--- config.mk ---
export PLATFORM = sky130hd
export DESIGN_NAME = pc_fetch_unit
export DESIGN_NICKNAME = d
export VERILOG_FILES = /design/src/rtl/pc_fetch_unit.sv
export SDC_FILE = /design/constraint.sdc
export NUM_CORES = 1
export LEC_CHECK = 0
export ABC_AREA = 1
export CAP_MARGIN = 25
export CORE_MARGIN = 8
export CORE_UTILIZATION = 53
export CTS_BUF_LIST = sky130_fd_sc_hd__clkbuf_8 sky130_fd_sc_hd__clkbuf_16
export DETAILED_ROUTE_END_ITERATION = 10
export GPL_ROUTABILITY_DRIVEN = 1
export PLACE_DENSITY = 0.9
export SKIP_LAST_GASP = 1
export SLEW_MARGIN = 20
export SYNTH_ARGS = -nofsm -noshare
export SYNTH_HDL_FRONTEND = slang
export SYNTH_SLANG_ARGS = --single-unit
export TNS_END_PERCENT = 50
--- constraint.sdc ---
create_clock -name clk -period 4.7 [get_ports clk]
set_input_delay 0.47 -clock clk [delete_from_list [all_inputs] [get_ports clk]]
set_output_delay 0.47 -clock clk [all_outputs]
set_load 0.1 [all_outputs]
--- src/rtl/pc_fetch_unit.sv ---
// Program counter and next-PC stage feeding the word-addressed instruction memory.
// Selects sequential, branch, jump or register-jump targets; run/halt/fault FSM and retire counter.
module pc_fetch_unit #(
  parameter logic [31:0] RESET_PC          = 32'h0000_0000,
  parameter int unsigned MEM_BYTES         = 4096,
  parameter bit          HALT_ON_SELF_JUMP = 1'b1
) (
  input  logic        clk,
  input  logic        reset,
  input  logic        stall,
  input  logic [31:0] instruction,
  input  logic        branch_eq,
  input  logic        branch_ne,
  input  logic        alu_zero,
  input  logic        jump,
  input  logic        jump_reg,
  input  logic [31:0] rs_data,
  output logic [31:0] pc,
  output logic [31:0] pc_plus4,
  output logic        running,
  output logic        halted,
  output logic        fault,
  output logic [31:0] instr_count
);

  localparam int unsigned XLEN      = 32;
  localparam logic [XLEN-1:0] MEM_LIMIT = XLEN'(MEM_BYTES);

  typedef enum logic [1:0] {
    ST_RUN   = 2'd0,
    ST_HALT  = 2'd1,
    ST_FAULT = 2'd2
  } state_t;

  state_t          state;
  logic [XLEN-1:0] branch_offset;
  logic [XLEN-1:0] branch_target;
  logic [XLEN-1:0] jump_target;
  logic [XLEN-1:0] next_pc;
  logic            take_branch;
  logic            misaligned;
  logic            out_of_range;
  logic            self_jump;
  logic            unused_opcode;

  // Opcode field is decoded upstream; only immediate/target fields are consumed here.
  assign unused_opcode = ^instruction[31:26];

  assign pc_plus4      = pc + 32'd4;
  assign branch_offset = {{14{instruction[15]}}, instruction[15:0], 2'b00};
  assign branch_target = pc_plus4 + branch_offset;
  assign jump_target   = {pc_plus4[31:28], instruction[25:0], 2'b00};
  assign take_branch   = (branch_eq & alu_zero) | (branch_ne & ~alu_zero);

  // Next-PC priority: jr, then j/jal, then taken branch, else sequential.
  always_comb begin
    next_pc = pc_plus4;
    if (jump_reg) begin
      next_pc = rs_data;
    end else if (jump) begin
      next_pc = jump_target;
    end else if (take_branch) begin
      next_pc = branch_target;
    end
  end

  assign misaligned   = (next_pc[1:0] != 2'b00);
  assign out_of_range = (next_pc >= MEM_LIMIT);
  assign self_jump    = HALT_ON_SELF_JUMP && (jump | jump_reg) && (next_pc == pc);

  // State, PC and counter; HALT/FAULT are sticky until reset, stall freezes RUN.
  always_ff @(posedge clk) begin
    if (reset) begin
      state       <= ST_RUN;
      pc          <= RESET_PC;
      instr_count <= '0;
      running     <= 1'b1;
      halted      <= 1'b0;
      fault       <= 1'b0;
    end else begin
      case (state)
        ST_RUN: begin
          if (!stall) begin
            instr_count <= instr_count + 32'd1;
            if (misaligned || out_of_range) begin
              state   <= ST_FAULT;
              running <= 1'b0;
              fault   <= 1'b1;
            end else if (self_jump) begin
              state   <= ST_HALT;
              running <= 1'b0;
              halted  <= 1'b1;
            end else begin
              pc <= next_pc;
            end
          end
        end
        ST_HALT, ST_FAULT: begin
          state <= state;
        end
        default: begin
          state   <= ST_FAULT;
          running <= 1'b0;
          halted  <= 1'b0;
          fault   <= 1'b1;
        end
      endcase
    end
  end

  // Control decode must never combine jr with a conditional branch.
  always_ff @(posedge clk) begin
    if (!reset && state == ST_RUN) begin
      assert (!(jump_reg && (branch_eq || branch_ne)));
    end
  end

endmodule

==> run_summary.xml <==
<?xml version="1.0" encoding="UTF-8"?>
<metrics>
  <group name="die">
    <metric name="initial_core_util" unit="%">54.4</metric>
    <metric name="core_region_area" unit="sq um">14600</metric>
    <metric name="die-area" unit="sq um">19100</metric>
    <metric name="chipWidth" unit="microns">138</metric>
    <metric name="floorplan.rows" unit="">44</metric>
    <metric name="num_io_pins" unit="">171</metric>
    <metric name="die_height" unit="microns">138</metric>
  </group>
  <group name="setup_path">
    <metric name="critical_path_endpoint" unit="">pc[6]</metric>
    <metric name="setup.worst_path.start_class" unit="">flip-flop</metric>
    <metric name="worstPathMaxFanout" unit="">18</metric>
    <metric name="rr_worst_depth" unit="">29</metric>
    <metric name="end_kind" unit="">flip-flop</metric>
    <metric name="crit_arrival" unit="ps">4650</metric>
    <metric name="library_cell_contributing_the_largest_single_delay_on_the_critical_path" unit="">sky130_fd_sc_hd__dfxtp_2</metric>
    <metric name="worst_setup_path_start" unit="">pc[3]</metric>
    <metric name="reg2reg_setup_slack" unit="ps">260</metric>
    <metric name="regToRegEndpoint" unit="">pc[6]</metric>
    <metric name="timing.critical_path.mode_cell" unit="">sky130_fd_sc_hd__nand2_1</metric>
    <metric name="worst-path-stages" unit="">29</metric>
    <metric name="critical_path.reg2reg.startpoint" unit="">pc[3]</metric>
    <metric name="crit_buf_inv" unit="">2</metric>
    <metric name="critPathTopFamily" unit="">simple AND/OR/NAND/NOR gates</metric>
    <metric name="worst_path_largest_cell_delay" unit="ps">400</metric>
    <metric name="crit_type" unit="">flip-flop to flip-flop</metric>
    <metric name="required" unit="ps">4920</metric>
  </group>
  <group name="layout">
    <metric name="num_antenna_cells" unit="">0</metric>
    <metric name="seq_area" unit="sq um">1410</metric>
    <metric name="area.growth.synth_to_final" unit="%">28.7</metric>
    <metric name="fillers" unit="">1315</metric>
    <metric name="multi_input_comb_area" unit="sq um">5490</metric>
    <metric name="final_nets" unit="">1738</metric>
    <metric name="drive_gt1_share" unit="%">9.17</metric>
  </group>
  <group name="sta">
    <metric name="final.hold.worst_slack" unit="ps">459</metric>
    <metric name="fin_setup_tns" unit="ps">0</metric>
    <metric name="min_period_over_period" unit="%">94.4</metric>
    <metric name="clock_skew" unit="ps">9.95</metric>
    <metric name="final.min_clock_period" unit="ps">4440</metric>
    <metric name="maxSlewViolCount" unit="">0</metric>
    <metric name="timing_worst_slew_pin_value" unit="ps">1030</metric>
    <metric name="setup-violations-final" unit="">0</metric>
    <metric name="timing.max_slew.rel_slack" unit="%">30.8</metric>
    <metric name="report.final.hold_viol_count" unit="">0</metric>
    <metric name="fmax" unit="GHz">0.225</metric>
  </group>
  <group name="synth">
    <metric name="synth_area_leaders" unit="">sky130_fd_sc_hd__nand2_1 (24%), sky130_fd_sc_hd__dfxtp_1 (17%), sky130_fd_sc_hd__inv_1 (10%), sky130_fd_sc_hd__nand3_1 (9.7%), sky130_fd_sc_hd__nor2_1 (7.3%)</metric>
    <metric name="synthCells" unit="">1462</metric>
    <metric name="sequential_fraction_of_the_synthesis_area" unit="%">17.4</metric>
    <metric name="ys_dominant_reg_cell" unit="">sky130_fd_sc_hd__dfxtp_1</metric>
    <metric name="synth_most_common_cell" unit="">sky130_fd_sc_hd__nand2_1</metric>
    <metric name="synth_async_sr_flop_share" unit="%">0</metric>
    <metric name="synth.ff_latch_count" unit="">69</metric>
    <metric name="yosysWarnings" unit="">0</metric>
    <metric name="synthDistinctLibCells" unit="">42</metric>
    <metric name="synth_largest_area_cell" unit="">sky130_fd_sc_hd__nand2_1</metric>
    <metric name="synth_edf_count" unit="">0</metric>
    <metric name="yosysTopAreaCellShare" unit="%">23.6</metric>
    <metric name="synth.top_cells.by_count" unit="">sky130_fd_sc_hd__nand2_1 (499), sky130_fd_sc_hd__inv_1 (216), sky130_fd_sc_hd__nand3_1 (154), sky130_fd_sc_hd__nor2_1 (154), sky130_fd_sc_hd__a21oi_1 (72)</metric>
    <metric name="synthesis.area_per_instance" unit="sq um">5.43</metric>
    <metric name="syn_area" unit="sq um">7930</metric>
    <metric name="synth_nets" unit="">1570</metric>
  </group>
  <group name="drt">
    <metric name="dr_total_vias" unit="">10026</metric>
    <metric name="antenna_left" unit="">0</metric>
    <metric name="drt-vias-per-instance" unit="">5.51</metric>
    <metric name="drtIter0Drc" unit="">1286</metric>
    <metric name="firstDrtPassIters" unit="">6</metric>
    <metric name="detail_route.drc_violations" unit="">0</metric>
    <metric name="average_detailed_routed_wire_length_per_instance" unit="microns">17.1</metric>
    <metric name="finalWirelength" unit="microns">31100</metric>
  </group>
  <group name="power">
    <metric name="intPower" unit="W">0.00117</metric>
    <metric name="vdd_drop_max" unit="mV">0.324</metric>
    <metric name="share_seq_of_total_power" unit="%">35.1</metric>
    <metric name="pwr-share-comb" unit="%">23.6</metric>
    <metric name="report.power.total" unit="W">0.00169</metric>
    <metric name="p_leak" unit="nW">4.96</metric>
    <metric name="power-per-cell-area" unit="nW/um^2">166</metric>
    <metric name="switching_share" unit="%">30.6</metric>
    <metric name="clock_power_share" unit="%">41.4</metric>
    <metric name="switchingPower" unit="W">0.000517</metric>
  </group>
  <group name="global_route">
    <metric name="via_count_of_the_first_global_routing_pass" unit="">9263</metric>
    <metric name="global_route_wire_length_before_repair" unit="microns">48600</metric>
    <metric name="grtUsageTotal" unit="%">30.8</metric>
    <metric name="pin_count_of_the_biggest_net_entering_global_routing" unit="">52</metric>
    <metric name="antenna_violations_before_repair" unit="">0</metric>
    <metric name="grt-ovfl-total" unit="">0</metric>
  </group>
  <group name="clock_tree">
    <metric name="clk_pin_slew" unit="ps">60</metric>
    <metric name="cts-htree-levels" unit="">3</metric>
    <metric name="cts-root-to-sink-buffers" unit="">2</metric>
    <metric name="sink_count_of_the_clock_tree" unit="">69</metric>
    <metric name="cts_tree" unit="">built</metric>
    <metric name="root_driver" unit="">sky130_fd_sc_hd__clkbuf_16</metric>
    <metric name="cts_inserted_buffers" unit="">9</metric>
    <metric name="clock_latency" unit="ps">340</metric>
  </group>
  <group name="hold_path">
    <metric name="timing.hold.worst.class" unit="">flip-flop to flip-flop</metric>
  </group>
  <group name="placed_design">
    <metric name="place.detailed.hpwl" unit="microns">25300</metric>
    <metric name="placer_congestion" unit="">1.03</metric>
    <metric name="count_of_buffers_inserted_at_the_top_level_ports" unit="">164</metric>
  </group>
  <group name="status">
    <metric name="run_status" unit="">finished, final reports clean</metric>
  </group>
  <group name="flow_run">
    <metric name="maxCapViolCount" unit="">0</metric>
  </group>
</metrics>
## stage by stage
stage | area, sq um | util (%) | worst slack, ps | std cells
global route | 10200 | 70.0 | -27.9 | 1819
finish | 10200 | 70.0 | 263 | 1819
floorplan | 7970 | - | 4.10 | 1462
global placement | 9890 | 67.8 | 435 | 1803
CTS | 10200 | 69.9 | 255 | 1819
detailed placement | 9890 | 67.8 | 296 | 1803
## metal layers
| layer | routed length (microns) | up-vias | GRT usage [%] |
|---|---|---|---|
| met3 | 2490 | 43 | 4.08 |
| met5 | 0 | - | 0 |
| met2 | 14400 | 475 | 51.7 |
| met1 | 13500 | 4528 | 40.0 |
| li1 | - | 4980 | - |
| met4 | 742 | 0 | 9.61 |
## power by group through the flow
stage	combinational [W]	sequential (W)	clock [W]
finish	0.000398	0.000593	0.000700
global route	0.000433	0.000593	0.000728
CTS	0.000389	0.000593	0.000703
detailed placement	0.000386	0.000605	0
global placement	0.000383	0.000605	0
floorplan	0.000215	0.000632	0
## layout by cell type, fill, tap and decap left out, drive strengths merged, types with 3 or more instances in the layout
cell | synthesis | routed
o21ai | 26 | 26
and2 | 6 | 6
a21oi | 72 | 72
o21bai | 3 | 3
buf | 20 | 23
clkbuf | 9 | 11
dfxtp | 69 | 69
nand3 | 176 | 176
xnor2 | 3 | 3
o22ai | 8 | 8
a22o | 7 | 7
inv | 244 | 243
ha | 35 | 35
clkinv | 2 | 4
nand3b | 17 | 17
nor2 | 166 | 166
o21a | 3 | 3
nor4 | 10 | 10
clkinvlp | 0 | 3
nand2 | 506 | 506
or2 | 7 | 7
xor2 | 11 | 11
clkdlybuf4s50 | 0 | 163
nand4 | 26 | 26
nor3 | 27 | 27
## flip-flops by register name (all words and copies together), names as in the netlist
signal	flops
pc	32
instr_count	32
state	2
fault	1
running	1
halted	1
## how the worst min path moves through the flow
| stage | start | endpoint | slack, ps | cells after the start |
|---|---|---|---|---|
| global route | running | running | 480 | 2 |
| detailed placement | fault | fault | 450 | 2 |
| CTS | fault | fault | 460 | 2 |
| finish | fault | fault | 460 | 2 |
| floorplan | state[0] | state[0] | 430 | 2 |
| global placement | fault | fault | 440 | 2 |
## logic make-up after synthesis
family                   share of synthesized area [%]
buffers and inverters                             13.6
AO/OA/AOI/OAI                                     8.52
flip-flops                                        17.4
AND/OR/NAND/NOR                                   53.1
XOR/XNOR                                          1.55
adder cells (fa/ha/maj)                           5.77
## area by class of cell
class | count | area share, %
multi-input combinational | 1118 | 53.8
clock inverter | 5 | 0.576
tap | 184 | 2.25
clock buffer | 11 | 2.47
sequential | 69 | 13.8
inverter | 246 | 9.08
timing repair buffer | 186 | 18.0
## worst min-delay path, cell delays in order (launching register included)
cell	delay (ps)
sky130_fd_sc_hd__dfxtp_1	310
sky130_fd_sc_hd__inv_1	50
sky130_fd_sc_hd__a21oi_1	50
## repair_timing
item / CTS / global route
hold buffers: 0 / 0
setup buffers: 0 / 0
setup endpoints to repair: 0 / 16
resized for setup: 0 / 5
Power figures use the tool's default switching activity.
